**src/rtl/osc_decimator_pkg.sv**
```systemverilog
// Shared oscilloscope stage constants: stream/counter widths, decimation modes
// and the two's-complement saturation limits used by the osc_* stages.
package osc_decimator_pkg;

  localparam int OSC_DATA_BITS   = 16;
  localparam int OSC_CNT_BITS    = 17;
  localparam int OSC_RSHIFT_BITS = 4;

  typedef enum logic {
    MODE_PICK = 1'b0,
    MODE_AVG  = 1'b1
  } dec_mode_e;

  function automatic longint osc_sat_hi(input int bits);
    return (longint'(1) << (bits - 1)) - longint'(1);
  endfunction

  function automatic longint osc_sat_lo(input int bits);
    return -(longint'(1) << (bits - 1));
  endfunction

  localparam longint OSC_SAT_MAX = osc_sat_hi(OSC_DATA_BITS);
  localparam longint OSC_SAT_MIN = osc_sat_lo(OSC_DATA_BITS);

endpackage

```
**src/rtl/osc_decimator_if.sv**
```systemverilog
// Sample stream between osc stages: tdata qualified by tvalid, accepted with tready.
interface osc_decimator_if
  import osc_decimator_pkg::*;
#(
  parameter int DATA_BITS = OSC_DATA_BITS
);
  logic [DATA_BITS-1:0] tdata;
  logic                 tvalid;
  logic                 tready;

  modport master (output tdata, output tvalid, input tready);
  modport slave  (input tdata, input tvalid, output tready);
endinterface

```
**src/rtl/osc_sat.sv**
```systemverilog
// Combinational arithmetic right shift followed by saturation to OUT_BITS signed;
// shared by osc stages that narrow a wide accumulator back to sample width.
module osc_sat
  import osc_decimator_pkg::*;
#(
  parameter int IN_BITS  = OSC_DATA_BITS + OSC_CNT_BITS,
  parameter int OUT_BITS = OSC_DATA_BITS
) (
  input  logic signed [IN_BITS-1:0]         din_i,
  input  logic        [OSC_RSHIFT_BITS-1:0] rshift_i,
  output logic signed [OUT_BITS-1:0]        dout_o
);
  localparam logic signed [IN_BITS-1:0] HI = IN_BITS'(osc_sat_hi(OUT_BITS));
  localparam logic signed [IN_BITS-1:0] LO = IN_BITS'(osc_sat_lo(OUT_BITS));

  logic signed [IN_BITS-1:0] shifted;

  always_comb begin
    shifted = din_i >>> rshift_i;
    if (shifted > HI) begin
      dout_o = OUT_BITS'(HI);
    end else if (shifted < LO) begin
      dout_o = OUT_BITS'(LO);
    end else begin
      dout_o = OUT_BITS'(shifted);
    end
  end
endmodule

```
**src/rtl/osc_decimator.sv**
```systemverilog
// Decimates a sample stream by N, either picking the window's last sample or
// summing the window (shift + saturate); one cycle latency, never back-pressures.
module osc_decimator
  import osc_decimator_pkg::*;
#(
  parameter int AXIS_DATA_BITS = OSC_DATA_BITS,
  parameter int CNT_BITS       = OSC_CNT_BITS
) (
  input  logic                       clk,
  input  logic                       rst_n,
  osc_decimator_if.slave             s_axis,
  osc_decimator_if.master            m_axis,
  input  logic [CNT_BITS-1:0]        cfg_dec_factor,
  input  logic [OSC_RSHIFT_BITS-1:0] cfg_dec_rshift,
  input  logic                       cfg_avg_en,
  output logic                       sts_overrun
);
  localparam int ACC_BITS = AXIS_DATA_BITS + CNT_BITS;

  logic [CNT_BITS-1:0]        dec_q;
  dec_mode_e                  mode_q;
  logic [OSC_RSHIFT_BITS-1:0] rsh_q;

  logic [CNT_BITS-1:0]        cnt_q, cnt_d, cnt_base;
  logic signed [ACC_BITS-1:0] acc_q, acc_d, sample_ext;
  logic [AXIS_DATA_BITS-1:0]  out_dat_q, out_dat_d, win_res;
  logic                       out_vld_q, out_vld_d;
  logic                       ovr_q, ovr_d;

  dec_mode_e                  mode_in, win_mode;
  logic [CNT_BITS-1:0]        win_n, last_idx;
  logic [OSC_RSHIFT_BITS-1:0] win_rsh;
  logic                       cfg_chg, win_done, xfer;
  logic signed [AXIS_DATA_BITS-1:0] avg_res;

  assign mode_in    = dec_mode_e'(cfg_avg_en);
  assign cfg_chg    = (cfg_dec_factor != dec_q) || (mode_in != mode_q) ||
                      (cfg_dec_rshift != rsh_q);

  // In the clear cycle the incoming sample already belongs to the new window,
  // so it is judged against the new configuration.
  assign win_n      = cfg_chg ? cfg_dec_factor : dec_q;
  assign win_mode   = cfg_chg ? mode_in        : mode_q;
  assign win_rsh    = cfg_chg ? cfg_dec_rshift : rsh_q;
  assign last_idx   = (win_n <= CNT_BITS'(1)) ? '0 : win_n - CNT_BITS'(1);
  assign sample_ext = ACC_BITS'(signed'(s_axis.tdata));

  always_comb begin
    cnt_base = cfg_chg ? '0 : cnt_q;
    cnt_d    = cnt_base;
    acc_d    = cfg_chg ? '0 : acc_q;
    win_done = 1'b0;
    if (s_axis.tvalid) begin
      acc_d = (cnt_base == '0) ? sample_ext : acc_q + sample_ext;
      if (cnt_base >= last_idx) begin
        cnt_d    = '0;
        win_done = 1'b1;
      end else begin
        cnt_d = cnt_base + CNT_BITS'(1);
      end
    end
  end

  osc_sat #(
    .IN_BITS  (ACC_BITS),
    .OUT_BITS (AXIS_DATA_BITS)
  ) u_sat (
    .din_i    (acc_d),
    .rshift_i (win_rsh),
    .dout_o   (avg_res)
  );

  assign win_res = (win_mode == MODE_AVG) ? avg_res : s_axis.tdata;
  assign xfer    = out_vld_q && m_axis.tready;

  always_comb begin
    out_dat_d = out_dat_q;
    out_vld_d = out_vld_q;
    ovr_d     = ovr_q;
    if (win_done) begin
      out_dat_d = win_res;
      out_vld_d = 1'b1;
      if (out_vld_q && !m_axis.tready) begin
        ovr_d = 1'b1;
      end
    end else if (xfer) begin
      out_vld_d = 1'b0;
    end
  end

  always_ff @(posedge clk) begin
    if (!rst_n) begin
      dec_q     <= cfg_dec_factor;
      mode_q    <= mode_in;
      rsh_q     <= cfg_dec_rshift;
      cnt_q     <= '0;
      acc_q     <= '0;
      out_dat_q <= '0;
      out_vld_q <= 1'b0;
      ovr_q     <= 1'b0;
    end else begin
      dec_q     <= cfg_dec_factor;
      mode_q    <= mode_in;
      rsh_q     <= cfg_dec_rshift;
      cnt_q     <= cnt_d;
      acc_q     <= acc_d;
      out_dat_q <= out_dat_d;
      out_vld_q <= out_vld_d;
      ovr_q     <= ovr_d;
    end
  end

  assign s_axis.tready = 1'b1;
  assign m_axis.tdata  = out_dat_q;
  assign m_axis.tvalid = out_vld_q;
  assign sts_overrun   = ovr_q;
endmodule

```
**src/flat_wrapper.sv**
```systemverilog
// flat-port wrapper written by rule: the top's interface ports become plain ports
module osc_decimator_flat import osc_decimator_pkg::*;
#(
  parameter int AXIS_DATA_BITS = OSC_DATA_BITS,
  parameter int CNT_BITS       = OSC_CNT_BITS
)
  (clk, rst_n, cfg_dec_factor, cfg_dec_rshift, cfg_avg_en, sts_overrun, s_axis_tdata, s_axis_tvalid, s_axis_tready, m_axis_tdata, m_axis_tvalid, m_axis_tready);
  osc_decimator_if #(.DATA_BITS(16)) s_axis_i ();
  osc_decimator_if #(.DATA_BITS(16)) m_axis_i ();
  input  logic clk;
  input  logic rst_n;
  input  logic [CNT_BITS-1:0] cfg_dec_factor;
  input  logic [OSC_RSHIFT_BITS-1:0] cfg_dec_rshift;
  input  logic cfg_avg_en;
  output logic sts_overrun;
  input wire logic [$bits(s_axis_i.tdata)-1:0] s_axis_tdata;
  input wire logic [$bits(s_axis_i.tvalid)-1:0] s_axis_tvalid;
  output wire logic [$bits(s_axis_i.tready)-1:0] s_axis_tready;
  output wire logic [$bits(m_axis_i.tdata)-1:0] m_axis_tdata;
  output wire logic [$bits(m_axis_i.tvalid)-1:0] m_axis_tvalid;
  input wire logic [$bits(m_axis_i.tready)-1:0] m_axis_tready;
  assign s_axis_i.tdata = s_axis_tdata;
  assign s_axis_i.tvalid = s_axis_tvalid;
  assign s_axis_tready = s_axis_i.tready;
  assign m_axis_tdata = m_axis_i.tdata;
  assign m_axis_tvalid = m_axis_i.tvalid;
  assign m_axis_i.tready = m_axis_tready;
  osc_decimator #(.AXIS_DATA_BITS(AXIS_DATA_BITS), .CNT_BITS(CNT_BITS)) u_core (.clk(clk), .rst_n(rst_n), .s_axis(s_axis_i), .m_axis(m_axis_i), .cfg_dec_factor(cfg_dec_factor), .cfg_dec_rshift(cfg_dec_rshift), .cfg_avg_en(cfg_avg_en), .sts_overrun(sts_overrun));
endmodule
```
**config.mk**
```make
export PLATFORM = sky130hd
export DESIGN_NAME = osc_decimator_flat
export DESIGN_NICKNAME = d
export VERILOG_FILES = /design/src/rtl/osc_decimator_pkg.sv /design/src/rtl/osc_decimator_if.sv /design/src/rtl/osc_sat.sv /design/src/rtl/osc_decimator.sv /design/src/flat_wrapper.sv
export SDC_FILE = /design/constraint.sdc
export NUM_CORES = 1
export LEC_CHECK = 0
export ABC_AREA = 1
export CORE_UTILIZATION = 38
export CTS_CLUSTER_DIAMETER = 40
export DETAILED_ROUTE_END_ITERATION = 10
export GPL_TIMING_DRIVEN = 0
export PLACE_DENSITY = 0.56
export SETUP_SLACK_MARGIN = 0.1
export SLEW_MARGIN = 20
export SYNTH_ARGS = -nofsm -noshare
export SYNTH_HDL_FRONTEND = slang
export SYNTH_SLANG_ARGS = --single-unit
export TNS_END_PERCENT = 20
```
**constraint.sdc**
```tcl
create_clock -name clk -period 7.4 [get_ports clk]
set_input_delay 2.22 -clock clk [delete_from_list [all_inputs] [get_ports clk]]
set_output_delay 2.22 -clock clk [all_outputs]
set_load 0.05 [all_outputs]
```
Word-level counts from Yosys, hierarchy flattened
Cells that the tools add are included.
{ "totals": {"out_inout_bits": 19, "regBits": 90} }
{ "classes": {"order_cmp": 4, "n_eq_ne": 3, "shift": 1, "n_mux": 17, "add_sub_neg": 3, "reduce_logical": 8} }
{ "ops": {"columns": ["op", "n"], "rows": [
  ["33-bit two-way mux", 3],
  ["17-bit two-way mux", 5],
  ["16-bit two-way mux", 3],
  ["33-bit by 16-bit adder with 33-bit output", 1],
  ["33-bit by 16-bit > comparator with 1-bit output, second input constant", 1],
  ["33-bit by 16-bit < comparator with 1-bit output, second input constant", 1],
  ["33-bit by 4-bit >>> shifter with 33-bit output", 1],
  ["17-bit by 1-bit adder with 17-bit output, second input constant", 1],
  ["17-bit >= comparator", 1],
  ["17-bit by 1-bit <= comparator with 1-bit output, second input constant", 1],
  ["17-bit logical NOT", 1],
  ["17-bit != test", 1],
  ["17-bit by 1-bit subtractor with 17-bit output, second input constant", 1],
  ["1-bit two-way mux", 5],
  ["4-bit two-way mux", 1],
  ["4-bit != test", 1],
  ["1-bit logical AND", 2],
  ["1-bit logical OR", 2],
  ["2-bit AND reduction", 1],
  ["2-bit nonzero test", 1],
  ["1-bit logical NOT", 1],
  ["1-bit != test", 1]
]} }

Depth between registers and ports, before layout
{ "depth": {"depth_word": 12, "depth_mapped": 39, "ltp_nobuf": 35} }

Hierarchy
From an unflattened synthesis, not the netlist that was laid out.
{ "unflattened": {"hier_cells": 1579, "area_unflattened_um2": 9250.1} }
{ "modules_own_cells": {"columns": ["mod", "n_inst", "area_per_inst_um2", "cells_per_inst", "seq_area_each_um2"], "rows": [
  ["osc_decimator", 1, 7213.2, 1126, 1801.7],
  ["osc_sat", 1, 2037.0, 453, 0.0]
]} }

Least setup slack after synthesis
Ideal clock, no wire load.
{ "synth_timing": {"kind": "in2reg", "from": "in cfg_dec_factor[0]", "to": "reg u_core.cnt_q[2]", "setup_ps": 78, "setup_slack_ps": 1797, "n_path_buf": 3, "stages": 24, "arrival_ps": 5525, "required_time_ps": 7322, "path_cell_list": "clkbuf_1 > ha_1 > nand2_1 > nor4_1 > a41o_1 > nand2_1 > clkbuf_1 > nand2_1 > ha_1 > a21oi_1 > o21ai_0 > a21o_1 > a21oi_1 > o221ai_1 > a21oi_1 > nor2_1 > a2111oi_0 > o21ai_0 > nand2_1 > inv_1 > nor2_1 > inv_1 > clkbuf_1 > nor3_1"} }
{ "synth_between": {"elab_chain_cells": 9, "elab_cells_between_ends": 12} }
{ "synth_lines": {"columns": ["item", "line_no", "rtl"], "rows": [
  ["start, declared", "flat_wrapper.sv:12", "input logic [CNT_BITS-1:0] cfg_dec_factor;"],
  ["17-bit != test", "osc_decimator.sv:37", "assign cfg_chg = (cfg_dec_factor != dec_q) || (mode_in != mode_q) ||"],
  ["1-bit logical OR (2 in a row)", "osc_decimator.sv:37", null],
  ["17-bit two-way mux", "osc_decimator.sv:42", "assign win_n = cfg_chg ? cfg_dec_factor : dec_q;"],
  ["17-bit by 1-bit subtractor with 17-bit output or 17-bit by 1-bit <= comparator with 1-bit output (tied branches)", "osc_decimator.sv:45", "assign last_idx = (win_n <= CNT_BITS'(1)) ? '0 : win_n - CNT_BITS'(1);"],
  ["17-bit two-way mux", "osc_decimator.sv:45", null],
  ["17-bit >= comparator", "osc_decimator.sv:55", "if (cnt_base >= last_idx) begin"],
  ["17-bit two-way mux", "osc_decimator.sv:55", null],
  ["17-bit two-way mux *", "osc_decimator.sv:53", "if (s_axis.tvalid) begin"],
  ["end signal, assigned", "osc_decimator.sv:105", "cnt_q <= cnt_d;"],
  ["end, declared", "osc_decimator.sv:24", "logic [CNT_BITS-1:0] cnt_q, cnt_d, cnt_base;"]
]} }
Mark *: on every way between the ends. The rest lies on a longest branch, timed or not.
A chain may end at the register's enable or synchronous reset.

Worst setup path after layout
{ "layout_timing": {"from": "in cfg_dec_rshift[0]", "to": "reg u_core.cnt_q[2]"} }
{ "layout_between": {"elab_chain_cells": 8, "elab_cells_between_ends": 11} }
{ "layout_lines": {"columns": ["item", "line_no", "rtl"], "rows": [
  ["start, declared", "flat_wrapper.sv:13", "input logic [OSC_RSHIFT_BITS-1:0] cfg_dec_rshift;"],
  ["4-bit != test *", "osc_decimator.sv:38", "(cfg_dec_rshift != rsh_q);"],
  ["1-bit logical OR *", "osc_decimator.sv:37", null],
  ["17-bit two-way mux", "osc_decimator.sv:42", null],
  ["17-bit by 1-bit subtractor with 17-bit output or 17-bit by 1-bit <= comparator with 1-bit output (tied branches)", "osc_decimator.sv:45", null],
  ["17-bit two-way mux", "osc_decimator.sv:45", null],
  ["17-bit >= comparator", "osc_decimator.sv:55", null],
  ["17-bit two-way mux", "osc_decimator.sv:55", null],
  ["17-bit two-way mux *", "osc_decimator.sv:53", null]
]} }
Marked as above.

==> flow_metrics.py <==
metrics = {
    "outcome": {
        "run_status": "completed",
    },
    "routing": {
        "drt-pass1-iter-count": 6,
        "vias_per_cell": 5.183,
        "drc_errors_left": 0,
        "wl_cell_um": 15.84,
        "vias": 10330,
        "antenna_violating_nets_post_route": 0,
        "detail_route.wirelength_um": 31570,
        "initialDrtViolationCount": 772,
    },
    "placement": {
        "cell_area_after_placement_um2": 10060,
        "post-place-cells": 1975,
        "dpl.hpwl_um": 26370,
        "gp_congestion": 0.9655,
        "place_ws_ns": -0.8919,
        "numPortBuffers": 59,
    },
    "die": {
        "placementRows": 56,
        "die_width_um": 156.5,
        "io_pins": 61,
        "floorplan.core_area_um2": 23470,
        "floorplan.initialDensity_pct": 38.66,
        "die_h_um": 156.5,
        "fp.dieArea_um2": 24500,
    },
    "synth": {
        "synth_area_per_cell_um2": 5.683,
        "synth-seq-cells": 90,
        "synth-seq-area-share_pct": 19.85,
        "synth-edff-count": 0,
        "synth.net_count": 1693,
        "synthArstFlopShare_pct": 0,
        "ys_flop_type": "sky130_fd_sc_hd__dfxtp_1",
        "synth_cell_type_count": 44,
        "yosys.area.top_type": "sky130_fd_sc_hd__nand2_1",
        "yosys_warnings": 0,
        "synth_top_cell_area_share_pct": 22.42,
        "synthesis.area_um2": 9075,
        "ys_top_cells_by_area": "sky130_fd_sc_hd__nand2_1 (22%), sky130_fd_sc_hd__dfxtp_1 (20%), sky130_fd_sc_hd__nand3_1 (16%), sky130_fd_sc_hd__ha_1 (7.3%), sky130_fd_sc_hd__nor2_1 (6.9%)",
        "synthCells": 1597,
    },
    "finish": {
        "stdcell_area_um2": 10450,
        "drive_above_1_share_pct": 5.675,
        "multi_input_comb_area_um2": 6505,
        "layout.area.seq_um2": 1802,
        "antennaDiodeCount": 0,
        "fillers": 2634,
        "design.final.nets": 1765,
        "fin_util_pct": 44.53,
        "layout-area-overhead-vs-synth_pct": 15.17,
        "final_cells": 1993,
    },
    "power": {
        "pwr_density_cell_nw_per_um2": 141.9,
        "total_power_mw": 1.483,
        "comb_power_share_pct": 30.7,
        "net_switching_uw": 555.0,
        "switching_share_pct": 37.43,
        "p_int_uw": 927.7,
        "leakage_nw": 5.102,
        "power.clock.fraction_pct": 34.9,
        "vdd_drop_max_v": 0.00009049,
        "power.sequential.fraction_pct": 34.4,
    },
    "setup_path": {
        "worst_setup_path_start": "cfg_dec_rshift[0]",
        "worstSetupStartpointType": "input port",
        "worst-r2r-cell-count": 26,
        "rrSetupSlack_ns": 2.78,
        "critical_path_arrival_ns": 7.13,
        "critical_path_class": "input port to flip-flop",
        "cp_max_fo": 10,
        "required_ns": 7.69,
        "worst_r2r_endpoint": "u_core.cnt_q[2]",
        "critPathCaptureType": "flip-flop",
        "worstSetupEndpoint": "u_core.cnt_q[2]",
        "reg2reg_from": "u_core.rsh_q[0]",
    },
    "global_route": {
        "grt_pass1_vias": 9737,
        "grt_antenna_before_repair": 0,
        "largest_net_degree_at_the_start_of_global_routing": 21,
        "grt_remaining_overflow": 0,
        "grt_first_pass_wirelength_um": 50560,
        "all_layer_gr_usage_pct": 26.76,
    },
    "timing": {
        "tns_ns": 0,
        "final_hold_slack_ns": 0.4544,
        "finClkSkew_ns": 0.01398,
        "finalWorstSetupSlack_ns": 0.5612,
        "grt_setup_unrepaired": "yes",
        "slew-limit-headroom_pct": 26.09,
        "finalWorstPathRequiredPeriod_ns": 6.839,
        "timing.final.crit_share_pct": 92.42,
        "finalSetupViolCount": 0,
        "max_slew.worst_pin.slew_ns": 1.105,
        "hold_viol": 0,
        "maxClockFrequency_ghz": 0.1462,
        "report.final.slew_viol_count": 0,
    },
    "worst_hold_path": {
        "min_path_type": "flip-flop to flip-flop",
    },
    "clock_tree": {
        "cts.htree.levels": 3,
        "clock-root-buffer": "sky130_fd_sc_hd__clkbuf_16",
        "cts_clk_pin_slew_worst_paths_ns": 0.08,
        "max-clock-path-buffers": 2,
        "clock_latency_ns": 0.37,
        "tritoncts_num_sinks": 90,
        "number_of_buffers_inserted_during_clock_tree_synthesis": 9,
        "hold_buffers": 0,
        "clock_tree_from_tritoncts": "yes",
    },
    "job": {
        "number_of_violations_of_the_max_capacitance_limit": 0,
    },
}
==> synth_stat cells (4+ instances only) <==
cell	number
sky130_fd_sc_hd__clkbuf_1	17
sky130_fd_sc_hd__dfxtp_1	90
sky130_fd_sc_hd__xor2_1	23
sky130_fd_sc_hd__o21ai_1	9
sky130_fd_sc_hd__or2_2	5
sky130_fd_sc_hd__o21ai_0	34
sky130_fd_sc_hd__nor2_1	166
sky130_fd_sc_hd__ha_1	53
sky130_fd_sc_hd__nor2_2	4
sky130_fd_sc_hd__nor4_1	7
sky130_fd_sc_hd__inv_1	116
sky130_fd_sc_hd__buf_6	6
sky130_fd_sc_hd__xnor2_1	17
sky130_fd_sc_hd__buf_1	16
sky130_fd_sc_hd__a21o_1	7
sky130_fd_sc_hd__inv_2	14
sky130_fd_sc_hd__buf_2	17
sky130_fd_sc_hd__nand3_2	12
sky130_fd_sc_hd__nand2_1	542
sky130_fd_sc_hd__nand4_1	9
sky130_fd_sc_hd__nor3_1	13
sky130_fd_sc_hd__nor3b_1	5
sky130_fd_sc_hd__o21bai_1	4
sky130_fd_sc_hd__a21oi_1	88
sky130_fd_sc_hd__nand3_1	291
==> placed cells by master (no fill, tap or decap), types with 5 or more instances in the layout <==
cell,instances
sky130_fd_sc_hd__buf_2,16
sky130_fd_sc_hd__o21ai_0,34
sky130_fd_sc_hd__nor3b_1,5
sky130_fd_sc_hd__o21ai_1,9
sky130_fd_sc_hd__nand4_1,9
sky130_fd_sc_hd__or2_2,5
sky130_fd_sc_hd__a21o_1,7
sky130_fd_sc_hd__nor2_4,6
sky130_fd_sc_hd__clkbuf_1,14
sky130_fd_sc_hd__clkdlybuf4s50_1,59
sky130_fd_sc_hd__xor2_1,23
sky130_fd_sc_hd__buf_6,6
sky130_fd_sc_hd__nor4_1,7
sky130_fd_sc_hd__a21oi_1,88
sky130_fd_sc_hd__nand3_2,11
sky130_fd_sc_hd__inv_2,14
sky130_fd_sc_hd__nor2_1,163
sky130_fd_sc_hd__inv_1,116
sky130_fd_sc_hd__clkbuf_16,9
sky130_fd_sc_hd__nand2_1,541
sky130_fd_sc_hd__nor3_1,13
sky130_fd_sc_hd__buf_1,16
sky130_fd_sc_hd__xnor2_1,17
sky130_fd_sc_hd__dfxtp_1,90
sky130_fd_sc_hd__ha_1,53
sky130_fd_sc_hd__nand3_1,291
==> metal layers <==
| layer | track usage, % | share of wire (%) |
|---|---|---|
| met1 | 38.64 | 50 |
| met2 | 41.88 | 43 |
| met3 | 3.877 | 6.2 |
| met4 | 5.322 | 1.2 |
| met5 | 0 | 0.11 |
==> logic make-up after synthesis <==
kind of cell	Yosys count	share of synthesized area (%)
DFF	90	19.85
buffers and inverters	193	8.893
other	1	0.04132
adders and majority gates	54	7.528
and+or+nand+nor	1066	50.70
xor gates and xnor gates	40	3.860
AOI/OAI and AO/OA	153	9.127
==> sequential cells by signal, summed over array words and instances, names as in the netlist <==
name                  flops
u_core.rsh_q              4
u_core.dec_q             17
u_core.sts_overrun        1
u_core.m_axis.tvalid      1
u_core.acc_q             33
u_core.cnt_q             17
u_core.mode_q             1
u_core.m_axis.tdata      16
==> how the worst min path moves through the flow <==
stage / endpoint / depth (start not counted) / start
detailed placement: u_core.m_axis.tdata[11] / 2 / u_core.m_axis.tdata[11]
floorplan: u_core.cnt_q[16] / 2 / u_core.cnt_q[15]
finish: u_core.m_axis.tdata[14] / 2 / u_core.m_axis.tdata[14]
global route: u_core.m_axis.tdata[8] / 2 / u_core.m_axis.tdata[8]
global placement: u_core.m_axis.tdata[2] / 2 / u_core.m_axis.tdata[2]
CTS: u_core.m_axis.tdata[12] / 2 / u_core.m_axis.tdata[12]
==> worst max-delay path, cell delays in order <==
cell                              delay, ns
sky130_fd_sc_hd__clkdlybuf4s50_1       0.48
sky130_fd_sc_hd__buf_4                 0.18
sky130_fd_sc_hd__inv_4                 0.07
sky130_fd_sc_hd__nand2_1               0.06
sky130_fd_sc_hd__nand2_1               0.08
sky130_fd_sc_hd__nor2_4                0.20
sky130_fd_sc_hd__nand2_1               0.09
sky130_fd_sc_hd__nor2_2                0.21
sky130_fd_sc_hd__nand2_1               0.10
sky130_fd_sc_hd__nor2_2                0.14
sky130_fd_sc_hd__buf_6                 0.15
sky130_fd_sc_hd__buf_2                 0.24
sky130_fd_sc_hd__clkbuf_4              0.29
sky130_fd_sc_hd__nand2_1               0.16
sky130_fd_sc_hd__inv_1                 0.13
sky130_fd_sc_hd__ha_1                  0.26
sky130_fd_sc_hd__a21oi_1               0.15
sky130_fd_sc_hd__o221ai_1              0.12
sky130_fd_sc_hd__a21oi_1               0.13
sky130_fd_sc_hd__nor2_1                0.05
sky130_fd_sc_hd__a2111oi_1             0.29
sky130_fd_sc_hd__o21ai_0               0.19
sky130_fd_sc_hd__nand2_2               0.16
sky130_fd_sc_hd__inv_1                 0.11
sky130_fd_sc_hd__nor2_4                0.22
sky130_fd_sc_hd__inv_1                 0.20
sky130_fd_sc_hd__clkbuf_2              0.25
sky130_fd_sc_hd__nor3_1                0.15
==> layout make-up <==
type                       count  share of cell area, %
sequential                    90                  17.24
inverter                     134                  4.861
timing repair buffer          61                  5.914
multi-input combinational   1314                  62.24
clock inverter                 7                 0.8500
buffer                        59                  2.921
tap                          319                  3.819
clock buffer                   9                  2.155
==> power groups by stage <==
stage | sequential (mW) | combinational (mW) | clock [mW]
after CTS | 0.511 | 0.447 | 0.528
final | 0.511 | 0.455 | 0.517
after detailed placement | 0.522 | 0.444 | 0
after global placement | 0.522 | 0.442 | 0
after global routing | 0.513 | 0.513 | 0.545
after floorplan | 0.518 | 0.310 | 0
==> timing repair <==
item                                    4_1_cts  5_1_grt
endpoints found under the setup margin       26       31
endpoints found under the hold margin         0        0
gates resized for setup                       4       13
buffers inserted                              0        2
pin swaps                                     0        1
No activity file was read; power rests on OpenSTA's default activity.
